**src/rtl/ic_fill_unit.sv**
```systemverilog
// Instruction-cache fill stage: pops packed {ins, cnt, valid} words from the DDR
// instruction FIFO, writes valid instructions into the cache and tracks fill progress.
module ic_fill_unit #(
   parameter int ISA_WIDTH        = 30,
   parameter int ISA_DEPTH        = 72,
   parameter int CACHE_ADDR_WIDTH = 7
) (
   input  logic                        clk,
   input  logic                        rst,
   input  logic                        fill_req,
   input  logic [7:0]                  fill_len,
   input  logic [ISA_WIDTH+8:0]        fifo_dout,
   input  logic                        fifo_empty,
   output logic                        fifo_rd_en,
   output logic                        cache_wr_en,
   output logic [CACHE_ADDR_WIDTH-1:0] cache_wr_addr,
   output logic [ISA_WIDTH-1:0]        cache_wr_data,
   output logic                        fill_busy,
   output logic                        fill_done,
   output logic                        fill_err,
   output logic [1:0]                  fsm_state
);

   // Handshake: a pop is a one-cycle fifo_rd_en pulse; the popped word is on
   // fifo_dout exactly one cycle later, when rd_pending is high and it is consumed.

   typedef enum logic [1:0] {
      IDLE = 2'd0,
      FILL = 2'd1,
      DONE = 2'd2
   } state_t;

   localparam logic [8:0] DEPTH_LIMIT = 9'(ISA_DEPTH);

   state_t                        state, state_n;
   logic [7:0]                    len, len_n;
   logic [7:0]                    received, received_n;
   logic [7:0]                    expected, expected_n;
   logic                          rd_pending;
   logic                          err_n;
   logic                          done_n;
   logic                          wr_en_n;
   logic [CACHE_ADDR_WIDTH-1:0]   wr_addr_n;
   logic [ISA_WIDTH-1:0]          wr_data_n;

   logic                          w_valid;
   logic [7:0]                    w_cnt;
   logic [ISA_WIDTH-1:0]          w_ins;
   logic                          cnt_in_range;
   logic [8:0]                    in_flight;

   assign w_valid      = fifo_dout[0];
   assign w_cnt        = fifo_dout[8:1];
   assign w_ins        = fifo_dout[ISA_WIDTH+8:9];
   assign cnt_in_range = ({1'b0, w_cnt} < DEPTH_LIMIT);

   // Counting the word still in flight keeps us from popping words of the next fill.
   assign in_flight  = {1'b0, received} + {8'd0, rd_pending};
   assign fifo_rd_en = (state == FILL) && !fifo_empty && (in_flight < {1'b0, len});

   assign fill_busy = (state == FILL) || (state == DONE);
   assign fsm_state = state;

   always_comb begin
      state_n    = state;
      len_n      = len;
      received_n = received;
      expected_n = expected;
      err_n      = fill_err;
      done_n     = 1'b0;
      wr_en_n    = 1'b0;
      wr_addr_n  = cache_wr_addr;
      wr_data_n  = cache_wr_data;
      case (state)
         IDLE: begin
            if (fill_req) begin
               err_n = 1'b0;
               if (fill_len != 8'd0) begin
                  len_n      = fill_len;
                  received_n = 8'd0;
                  expected_n = 8'd0;
                  state_n    = FILL;
               end else begin
                  done_n = 1'b1;
               end
            end
         end
         FILL: begin
            if (rd_pending && w_valid) begin
               if (cnt_in_range) begin
                  wr_en_n   = 1'b1;
                  wr_addr_n = w_cnt[CACHE_ADDR_WIDTH-1:0];
                  wr_data_n = w_ins;
               end
               if (!cnt_in_range || (w_cnt != expected)) begin
                  err_n = 1'b1;
               end
               // Out-of-range words still count so a bad stream cannot stall the fill.
               received_n = received + 8'd1;
               expected_n = expected + 8'd1;
               if (received_n == len) begin
                  state_n = DONE;
                  done_n  = 1'b1;
               end
            end
         end
         DONE: begin
            state_n = IDLE;
         end
         default: begin
            state_n = IDLE;
         end
      endcase
   end

   always_ff @(posedge clk or negedge rst) begin
      if (!rst) begin
         state         <= IDLE;
         len           <= 8'd0;
         received      <= 8'd0;
         expected      <= 8'd0;
         rd_pending    <= 1'b0;
         fill_err      <= 1'b0;
         fill_done     <= 1'b0;
         cache_wr_en   <= 1'b0;
         cache_wr_addr <= '0;
         cache_wr_data <= '0;
      end else begin
         state         <= state_n;
         len           <= len_n;
         received      <= received_n;
         expected      <= expected_n;
         rd_pending    <= fifo_rd_en;
         fill_err      <= err_n;
         fill_done     <= done_n;
         cache_wr_en   <= wr_en_n;
         cache_wr_addr <= wr_addr_n;
         cache_wr_data <= wr_data_n;
      end
   end

endmodule

```
**config.mk**
```make
export PLATFORM = sky130hd
export DESIGN_NAME = ic_fill_unit
export DESIGN_NICKNAME = d
export VERILOG_FILES = /design/src/rtl/ic_fill_unit.sv
export SDC_FILE = /design/constraint.sdc
export NUM_CORES = 1
export LEC_CHECK = 0
export CAP_MARGIN = 25
export CORE_ASPECT_RATIO = 0.7
export CORE_MARGIN = 5
export CORE_UTILIZATION = 35
export DETAILED_ROUTE_END_ITERATION = 12
export GPL_TIMING_DRIVEN = 0
export RECOVER_POWER = 100
export SLEW_MARGIN = 10
export SYNTH_ARGS = -nofsm -noshare
export SYNTH_HDL_FRONTEND = slang
export SYNTH_SLANG_ARGS = --single-unit
```
**constraint.sdc**
```tcl
create_clock -name clk -period 5.4 [get_ports clk]
set_clock_uncertainty 0.2 [all_clocks]
set_input_delay 0.54 -clock clk [delete_from_list [all_inputs] [get_ports clk]]
set_output_delay 0.54 -clock clk [all_outputs]
set_load 0.05 [all_outputs]
```
### Yosys cells after proc, flatten, opt, wreduce, memory -nomap -nowiden

Index checks and enable logic that the tools add are counted.

| word-level totals | value |
|---|---|
| word-level logic and storage cells | 62 |
| bits in registers | 67 |
| output and inout bits | 44 |

| cells by class | value |
|---|---|
| $lt $le $gt $ge | 2 |
| $add $sub $neg | 3 |
| mux-type cells | 23 |
| eq/ne operators | 9 |
| reduce and logical (&&, ||, !) cells | 15 |

Operators with widths:

| kind | number |
|---|---|
| two-way mux 8 bit | 4 |
| one-hot mux 8 bit (2 select lines) | 2 |
| adder 8 x 1 -> 8 bit, second input constant | 2 |
| AND reduction 4 bit | 3 |
| two-way mux 1 bit | 10 |
| adder 8 x 1 -> 9 bit | 1 |
| less-than comparator 9 x 8 -> 1 bit | 1 |
| equality test 8 bit | 1 |
| less-than comparator 8 x 7 -> 1 bit, second input constant | 1 |
| two-way mux 2 bit | 4 |
| != test 8 bit | 1 |
| nonzero test 8 bit | 1 |
| != test 2 x 1 -> 1 bit, second input constant | 3 |
| AND reduction 3 bit | 2 |
| != test 2 bit, second input constant | 2 |
| one-hot mux 1 bit (2 select lines) | 2 |
| one-hot mux 2 bit (2 select lines) | 1 |
| logical AND 1 bit | 3 |
| equality test 2 x 1 -> 1 bit, second input constant | 1 |
| equality test 2 bit, second input constant | 1 |
| logical NOT 1 bit | 2 |
| logical NOT 2 bit | 1 |
| logical OR 1 bit | 2 |
| nonzero test 2 bit | 1 |

### Logic depth before layout (Yosys ltp)

Gate-level depths: netlist (run 1).

| depth | value |
|---|---|
| depth in word-level cells | 6 |
| depth in mapped cells | 10 |

### Worst setup path after synthesis (run 1)

OpenSTA, ideal clock, no wires.

| timing | value |
|---|---|
| path kind | register to output |
| start point | reg received[0] |
| end point | out fifo_rd_en |
| arrival time | 2,756 ps |
| data required time | 4,660 ps |
| path slack | 1,904 ps |
| buffers on the path | 0 |
| cell stages (with the launch flop) | 9 |
| cell sequence | dfrtp_1 -> ha_1 -> ha_1 -> ha_1 -> a21o_1 -> a21o_1 -> a21o_1 -> a21o_1 -> a41oi_1 |

| on the way | value |
|---|---|
| cells in the longest elaborated chain, start to end | 3 |

Ends and longest elaborated chain:

| element | line | source |
|---|---|---|
| start: declaration | 37 | `logic [7:0] received, received_n;` |
| start signal: assignment | 131 | `received <= received_n;` |
| adder 8 x 1 -> 9 bit | 58 | `assign in_flight = {1'b0, received} + {8'd0, rd_pending};` |
| less-than comparator 9 x 8 -> 1 bit | 59 | `assign fifo_rd_en = (state == FILL) && !fifo_empty && (in_flight < {1'b0, len});` |
| logical AND 1 bit | 59 |  |
| end: declaration | 14 | `output logic fifo_rd_en,` |

Every way passes these cells.

### Final worst setup path (run 1)

Same ends and word-level chain as after synthesis.

==> qor.csv, run 1 <==
metric,value,unit
overflow,0,
routabilityCongestion,0.809,
core-area,9220,µm²
peakVddDrop,0.277,mV
dp_hpwl,6850,µm
outcome,finished with violations,
multi_input_comb_area,1550,µm²
port_buffers,94,
die_area,11700,µm²
clk_latency,0.33,ns
drtPass1Iterations,4,
path_cells,ha_1 -> ha_1 -> nand3_1 -> nor2_1 -> xor2_1 -> ha_1 -> a21o_1 -> nand2_1 -> nand4_1 -> a41oi_1 -> dlygate4sd3_1,
h-tree-depth,3,
synth.yosys.warnings,0,
ys_seq_area_share,49.9,%
syn2layout_area_growth,43.7,%
max-slew-margin-rel,-22.0,%
finalSetupViolations,0,
cts_tree,yes,
tightest_slew,1.83,ns
hp-class,reg -> reg,
crit_slowest_cell,dlygate4sd3_1,
critPathRequiredTime,4.66,ns
start_util,36.5,%
viasPerCell,4.61,
row_count,29,
maxSlewViolCount,70,
synthCells,356,
grt_use_total,15.7,%
fmax,0.230,GHz
die_h,92.0,µm
antennaDiodeCount,0,
cts_hold_buf,1,
p_leak,0.00236,µW
synth_ff_type,dfrtp_1,
cts_buffers,9,
post-cts-setup-buffers,0,
grt_pass1_wl,14500,µm
crit_path_frequent_cell,ha_1,
wl_per_cell,14.7,µm
vias,2729,
antenna_found_initial,0,
cts_root_buf,clkbuf_16,
syn_area_per_cell,9.44,µm²
powerDensity,580,nW/µm²
n_fill_cell,857,
cp-end-kind,output port,
drt_iter0_markers,178,
crit_arrival,3.60,ns
fin_crit_sh,80.4,%
cts_resized,0,
path_clk_slew,0.05,ns
ys_ff_latch,67,
period_minus_slack,4.34,ns
violations,"max-capacitance violations, max-slew violations",
wirelength,8690,µm
cap_violations,2,
clock_sinks,67,
setup_tns,0,ns
cp-start-kind,flip-flop,
cts_buffer_depth,2,
drive_gt1_share,6.84,%
slowest_delay,0.92,ns
grt_start_max_net_pins,35,
ff_latch_area,1680,µm²
die_x,127,µm
hold_violations,0,
rsz0062_at_grt,no,
critPathTopFamily,buffers and inverters,
grt_pass1_vias,2709,
ys_types,44,
syn_nets,420,
final_nets,527,
power,2800,µW
drc,0,
worst-path-buf-inv,1,
ant_nets,0,
syn_area,3360,µm²
critPathKind,reg -> out,
synthArstFlopShare,100,%
synth_edf_count,0,
worstPathMaxFanout,7,
io_pins,95,
==> stage by stage <==
stage / setup WS (ns) / instance area (µm²) / util, % / hold WS, ns / cells
after floorplan: 1.90 / 3360 / - / 0.0444 / 356
after global placement: 1.22 / 4460 / 48.4 / 0.257 / 574
after detailed placement: 1.46 / 4470 / 48.5 / 0.261 / 575
after CTS: 1.10 / 4860 / 52.7 / 0.275 / 592
after global routing: 0.597 / 4830 / 52.4 / 0.292 / 592
final: 1.06 / 4830 / 52.4 / 0.264 / 592
==> power breakdown <==
| group | total, µW | switching [µW] | internal, µW |
|---|---|---|---|
| Combinational | 1290 | 870 | 416 |
| Sequential | 785 | 106 | 679 |
| Clock | 732 | 209 | 523 |
| Total | 2800 | 1180 | 1620 |
==> path summary, 6_finish.rpt <==
check | from | endpoint | slack [ns] | depth (start not counted)
min reg2reg | cache_wr_data[7]$_DFFE_PN0P_ | cache_wr_data[7]$_DFFE_PN0P_ | 0.26 | 2
max reg2reg | received[0]$_DFFE_PN0P_ | rd_pending$_DFF_PN0_ | 2.74 | 10
max in group asynchronous | rst | cache_wr_data[26]$_DFFE_PN0P_ | 1.51 | 3
min in group asynchronous | rst | len[5]$_DFFE_PN0P_ | 1.04 | 2
min | cache_wr_data[7]$_DFFE_PN0P_ | cache_wr_data[7]$_DFFE_PN0P_ | 0.26 | 2
max | received[0]$_DFFE_PN0P_ | fifo_rd_en | 1.06 | 11
==> placed cells by master, fill, tap and decap left out, types with 4 or more instances in the layout <==
cell type	instances
inv_1	15
bufinv_16	4
and3_1	4
o31ai_1	5
dfrtp_1	67
clkdlybuf4s50_1	47
clkbuf_16	9
dlygate4sd3_1	47
nand3_1	10
xnor2_1	20
nor2_1	13
nand4_1	9
a21o_1	6
clkbuf_1	14
o21ai_0	18
nand2_1	110
xor2_1	12
ha_1	13
mux2_2	9
==> worst min-delay path, stage by stage (launching register included) <==
cell and delay [ns]:
dfrtp_1 0.33, nand2_1 0.05, nand2_1 0.05
==> registers in the layout (all words and copies together) (netlist names) <==
signal         flops
cache_wr_en        1
fill_done          1
received           8
rd_pending         1
fsm_state          2
fill_err           1
len                8
cache_wr_data     30
cache_wr_addr      7
expected           8
==> cell usage after synthesis (2+ instances only) <==
cell | number | area [µm²]
nor3_1 | 2 | 10.0
xnor2_1 | 20 | 175
nor2_1 | 13 | 48.8
o21a_1 | 2 | 15.0
buf_2 | 2 | 10.0
a21o_1 | 6 | 45.0
nand3_1 | 9 | 45.0
mux2i_1 | 3 | 30.0
o21ai_0 | 17 | 85.1
nand2b_1 | 3 | 18.8
inv_1 | 15 | 56.3
nand2_1 | 110 | 413
xor2_1 | 12 | 105
nand4_1 | 9 | 56.3
dfrtp_1 | 67 | 1680
ha_1 | 13 | 163
nor4_1 | 2 | 12.5
o31ai_1 | 5 | 37.5
and3_1 | 4 | 25.0
clkbuf_1 | 10 | 37.5
mux2_2 | 9 | 101
==> kinds of logic after synthesis <==
group	synth area share, %
simple gates	21.0
buf+inv	3.80
fa+ha+maj	4.84
compound gates	8.19
xor+xnor	8.34
mux	3.91
flops	49.9
==> routing by layer <==
metal  global-route usage [%]  wire (µm)  vias up
met2                     21.2       3750       60
met4                     5.80        142        0
li1                         -          -     1391
met1                     23.7       4440     1268
met3                     4.36        356       10
met5                        0          0        -
==> layout make-up <==
cell class                 instances  share of cell area [%]
buffer                            15                    1.45
clock buffer                      12                    5.31
clock inverter                     4                    2.49
inverter                          15                    1.17
multi-input combinational        259                    32.0
sequential                        67                    34.7
tap                              124                    3.21
timing repair buffer              96                    19.6
Power figures use the tool's default switching activity.
==> run 2: changes to the inputs <==
==> constraint.sdc (replaced) <==
create_clock -name clk -period 4.5 [get_ports clk]
set_clock_uncertainty 0.2 [all_clocks]
set_input_delay 0.45 -clock clk [delete_from_list [all_inputs] [get_ports clk]]
set_output_delay 0.45 -clock clk [all_outputs]
set_load 0.05 [all_outputs]
==> run 2 against run 1 <==
The run still ends with max-capacitance violations, max-slew violations left. Via count shrank 0.29%. Worst hold slack hardly changed. Sequential share of layout area decreased by 0.063 points. Critical path depth unchanged. Combinational power grew 20%. Die area unchanged. Cell count stayed put. Wire length up 0.15%. Clock power increased by 20%. Global-route usage unchanged. Power grew 20%. Critical endpoint unchanged. Largest cell class unchanged. Highest routed layer unchanged.
==> qor.csv, run 2 (same netlist as run 1, synthesis figures left out) <==
metric,value,unit,change
finalSetupViolations,0,,unchanged
antenna_found_initial,0,,unchanged
grt_use_total,15.7,%,unchanged
die_h,92.0,µm,unchanged
setup_ws,0.297,ns,-0.763 ns
core-area,9220,µm²,unchanged
worst-path-buf-inv,1,,unchanged
slowest_delay,0.87,ns,-0.05 ns
clk_latency,0.33,ns,about the same
critPathKind,reg -> out,,
port_buffers,94,,unchanged
io_pins,95,,unchanged
p_leak,0.00237,µW,+0.41%
hold_violations,0,,unchanged
syn2layout_area_growth,44.0,%,
ff_latch_area,1680,µm²,unchanged
setup_tns,0,ns,unchanged
critPathTopFamily,buffers and inverters,,
pre_cts_ws,0.653,ns,-0.810 ns
path_cells,ha_1 -> ha_1 -> nand3_1 -> nor2_1 -> xor2_1 -> ha_1 -> a21o_1 -> nand2_1 -> nand4_1 -> a41oi_1 -> clkdlybuf4s50_1,,
regMostFlops,cache_wr_data,,
largest_reg_flops,30,,unchanged
dp_hpwl,6850,µm,unchanged
crit_slowest_cell,clkdlybuf4s50_1,,
clock_sinks,67,,unchanged
tightest_slew,1.85,ns,+0.0181 ns
routabilityCongestion,0.809,,unchanged
crit_arrival,3.55,ns,-0.05 ns
drive_gt1_share,6.84,%,unchanged
powerDensity,695,nW/µm²,+20%
grt_pass1_vias,2709,,unchanged
die_area,11700,µm²,unchanged
final_nets,527,,unchanged
peakVddDrop,0.332,mV,+20%
multi_input_comb_area,1550,µm²,unchanged
critPathRequiredTime,3.85,ns,-0.81 ns
worstPathMaxFanout,7,,unchanged
cap_violations,2,,unchanged
cp-start-kind,flip-flop,,
fin_crit_sh,93.4,%,
overflow,0,,unchanged
fmax,0.238,GHz,
die_x,127,µm,unchanged
viasPerCell,4.60,,-0.29%
final_common_cell,nand2_1,,
period_minus_slack,4.20,ns,
drc,0,,unchanged
wl_per_cell,14.7,µm,+0.15%
grt_start_max_net_pins,35,,unchanged
crit_path_frequent_cell,ha_1,,
cp-end-kind,output port,,
vias,2721,,-0.29%
cts_buffer_depth,2,,unchanged
drtPass1Iterations,4,,unchanged
place_inst,575,,unchanged
outcome,finished with violations,,
wirelength,8710,µm,+0.15%
ant_nets,0,,unchanged
cts_root_buf,clkbuf_16,,
path_clk_slew,0.05,ns,about the same
n_fill_cell,856,,-0.12%
maxSlewViolCount,35,,-50%
drt_iter0_markers,165,,-7.3%
row_count,29,,unchanged
cts_tree,yes,,
h-tree-depth,3,,unchanged
rsz0062_at_grt,no,,
cts_resized,0,,unchanged
hp-class,reg -> reg,,
grt_pass1_wl,14500,µm,unchanged
final_cell_mix,"nand2_1, dfrtp_1, clkdlybuf4s50_1",,
antennaDiodeCount,0,,unchanged
stdcell_count,592,,unchanged
max-slew-margin-rel,-23.2,%,-1.2 points
post-cts-setup-buffers,0,,unchanged
cts_buffers,9,,unchanged
cts_hold_buf,1,,unchanged
start_util,36.5,%,unchanged
violations,"max-capacitance violations, max-slew violations",,
==> run 2: cell type report <==
cell class / instances / area share, %
inverters: 15 / 1.16
well taps: 124 / 3.21
plain buffers: 15 / 1.45
flip-flops and latches: 67 / 34.6
clock inverters: 4 / 2.48
clock buffers: 12 / 5.30
multi-input cells: 259 / 32.0
repair buffers: 96 / 19.8
==> run 2: path summary, 6_finish.rpt <==
| path | start | endpoint | slack [ns] | cells after the start |
|---|---|---|---|---|
| worst max-delay path | received[0]$_DFFE_PN0P_ | fifo_rd_en | 0.30 | 11 |
| worst min-delay path | cache_wr_data[7]$_DFFE_PN0P_ | cache_wr_data[7]$_DFFE_PN0P_ | 0.26 | 2 |
| max in group asynchronous | rst | cache_wr_addr[6]$_DFFE_PN0P_ | 0.93 | 3 |
| min in group asynchronous | rst | len[5]$_DFFE_PN0P_ | 0.96 | 2 |
| worst max register to register | received[0]$_DFFE_PN0P_ | rd_pending$_DFF_PN0_ | 1.83 | 10 |
| worst min register to register | cache_wr_data[7]$_DFFE_PN0P_ | cache_wr_data[7]$_DFFE_PN0P_ | 0.26 | 2 |
==> run 2: per-layer routing <==
metal | GRT usage, % | vias to the layer above | wire (µm)
li1 | - | 1392 | -
met1 | 23.7 | 1266 | 4450
met2 | 21.2 | 53 | 3780
met3 | 4.36 | 10 | 333
met4 | 5.80 | 0 | 142
met5 | 0 | - | 0
==> run 2: per-stage QoR <==
step           power (µW)  hold slack (ns)  util, %  area (µm²)
2_1_floorplan        2020          -0.0456        -        3360
3_3_place_gp         2570            0.257     48.4        4460
3_5_place_dp         2590            0.234     48.5        4470
4_1_cts              3480            0.275     52.7        4860
5_1_grt              3550            0.292     52.5        4840
6_report             3370            0.264     52.5        4840
==> run 2: worst register-to-register path, cell delays in order, from the launching register on <==
cell     delay (ns)
dfrtp_1        0.51
ha_1           0.28
ha_1           0.22
nand3_1        0.13
nor2_1         0.13
xor2_1         0.19
ha_1           0.28
a21o_1         0.18
nand2_1        0.06
nand4_1        0.08
a41oi_1        0.30
==> run 2: report_power, final <==
part | internal [µW] | switching, µW
logic | 501 | 1040
registers | 815 | 127
clock network | 628 | 251
total | 1940 | 1420
==> run 3: changes to the inputs <==
--- a/config.mk
+++ b/config.mk
@@ -10,6 +10,7 @@
 export CORE_MARGIN = 5
 export CORE_UTILIZATION = 35
 export DETAILED_ROUTE_END_ITERATION = 12
+export DONT_BUFFER_PORTS = 1
 export GPL_TIMING_DRIVEN = 0
 export RECOVER_POWER = 100
 export SLEW_MARGIN = 10
==> run 3 against run 2 <==
The flow now finishes without violations. Power decreased by 12%. Via count decreased by 10%. Combinational power shrank 60%. Core utilization down 10 points. Global-route usage is 1.9 points lower. Sequential share of layout area is 8.6 points higher. Wire length shrank 9.3%. Sequential power is 67% higher. Critical endpoint unchanged.
==> qor.csv, run 3 (same netlist as run 1, synthesis figures left out) <==
metric,value,unit,change
viasPerCell,4.88,,+6.2%
worstPathMaxFanout,7,,unchanged
cp-end-kind,output port,,
period_minus_slack,3.75,ns,-0.451 ns
drive_gt1_share,9.07,%,+2.2 points
io_pins,95,,unchanged
drt_iter0_markers,165,,unchanged
finalSetupViolations,0,,unchanged
outcome,completed,,
peakVddDrop,0.347,mV,+4.6%
wl_per_cell,15.8,µm,+7.6%
fmax,0.267,GHz,+12%
ff_latch_area,1680,µm²,unchanged
setup_ws,0.748,ns,+0.451 ns
cts_buffers,9,,unchanged
tightest_slew,0.697,ns,-1.15 ns
overflow,0,,unchanged
multi_input_comb_area,1550,µm²,unchanged
core-area,9220,µm²,unchanged
clk_latency,0.32,ns,about the same
cts_root_buf,clkbuf_16,,
maxSlewViolCount,0,,-100%
max-slew-margin-rel,53.2,%,+76 points
crit_slowest_cell,clkbuf_1,,
dp_hpwl,6040,µm,-12%
rsz0062_at_grt,no,,
grt_pass1_wl,12800,µm,-12%
r2r_slack,1.50,ns,-0.33 ns
drtPass1Iterations,4,,unchanged
antenna_found_initial,0,,unchanged
die_h,92.0,µm,unchanged
final_common_cell,nand2_1,,
grt_use_total,13.8,%,-1.9 points
largest_reg_flops,30,,unchanged
die_x,127,µm,unchanged
final_nets,434,,-18%
critPathRequiredTime,3.85,ns,about the same
grt_pass1_vias,2390,,-12%
powerDensity,760,nW/µm²,+9.3%
cap_violations,0,,-2
regMostFlops,cache_wr_data,,
n_fill_cell,919,,+7.4%
hold_violations,0,,unchanged
cts_buffer_depth,2,,unchanged
syn2layout_area_growth,15.4,%,
critPathTopFamily,compound AO/OA/AOI/OAI gates,,
critPathKind,reg -> out,,
h-tree-depth,3,,unchanged
port_buffers,0,,-100%
wirelength,7900,µm,-9.3%
die_area,11700,µm²,unchanged
crit_path_frequent_cell,a21o_1,,
start_util,36.5,%,unchanged
ant_nets,0,,unchanged
path_clk_slew,0.05,ns,about the same
p_leak,0.00190,µW,-20%
hp-class,in -> reg,,
final_cell_mix,"nand2_1, dfrtp_1, xnor2_1",,
drc,0,,unchanged
slowest_delay,0.49,ns,-0.38 ns
pre_cts_ws,1.35,ns,+0.700 ns
worst-path-buf-inv,1,,unchanged
vias,2436,,-10%
cp-start-kind,flip-flop,,
crit_arrival,3.10,ns,-0.45 ns
row_count,29,,unchanged
antennaDiodeCount,0,,unchanged
clock_sinks,67,,unchanged
power,2950,µW,-12%
setup_tns,0,ns,unchanged
routabilityCongestion,0.827,,+2.3%
cts_tree,yes,,
grt_start_max_net_pins,68,,+94%
fin_crit_sh,83.4,%,-10 points
path_cells,ha_1 -> ha_1 -> ha_1 -> a21o_1 -> a21o_1 -> a21o_1 -> a21o_1 -> a41oi_1 -> clkbuf_1,,
[run 3: path summary, 6_finish.rpt]
kind                            cells past startpoint                            end                startpoint
worst max register to register                      9        received[5]$_DFFE_PN0P_  fsm_state[1]$_DFFE_PN0P_
worst min register to register                      2        expected[7]$_DFFE_PN0P_   expected[7]$_DFFE_PN0P_
max in group asynchronous                           2             len[1]$_DFFE_PN0P_                       rst
worst max-delay path                                9                     fifo_rd_en   received[0]$_DFFE_PN0P_
min in group asynchronous                           2             len[6]$_DFFE_PN0P_                       rst
worst min-delay path                                2  cache_wr_data[15]$_DFFE_PN0P_             fifo_dout[24]
[run 3: worst register-to-register path: cells and delay by family, from the launching register on]
| family | cells | cell delay (ns) |
|---|---|---|
| AO/OA/AOI/OAI | 4 | 0.88 |
| flip-flops | 1 | 0.66 |
| adder cells (fa/ha/maj) | 1 | 0.26 |
| AND/OR/NAND/NOR | 1 | 0.10 |
| buffers and inverters | 3 | 0.78 |
[run 3: per-stage QoR]
stage / util (%) / instances / hold slack (ns) / cell area (µm²)
floorplan: - / 356 / -0.0456 / 3360
global placement: 38.1 / 480 / -0.0441 / 3520
detailed placement: 38.2 / 481 / -0.0441 / 3520
CTS: 42.2 / 499 / 0.0152 / 3890
global route: 42.1 / 499 / 0.0158 / 3880
finish: 42.1 / 499 / 0.0305 / 3880
[run 3: report_power, final]
group,internal [µW],leakage (µW),total [µW],switching (µW)
registers,803,0.000880,1570,767
clock network,514,0.000159,762,248
logic,252,0.000861,617,365
total,1570,0.00190,2950,1380
[run 3: per-layer routing]
layer	up-vias	share of wire (%)	global-route usage (%)
li1	1208	-	-
met1	1164	47	18.9
met2	55	46	19.9
met3	9	6.1	5.52
met4	0	1.6	4.64
met5	-	0	0
[run 3: timing repair]
action / 4_1_cts / 5_1_grt
hold endpoints to repair: 67 / 0
resized for setup: 0 / 0
setup buffers: 0 / 0
hold buffers: 2 / 0
[run 3: area by class of cell]
cell class	count	share of cell area, %
Sequential cell	67	43.2
Multi-Input combinational cell	259	39.9
Clock buffer	12	6.62
Tap cell	124	4.00
Clock inverter	4	1.87
Buffer	15	1.84
Inverter	15	1.45
Timing Repair Buffer	3	1.06
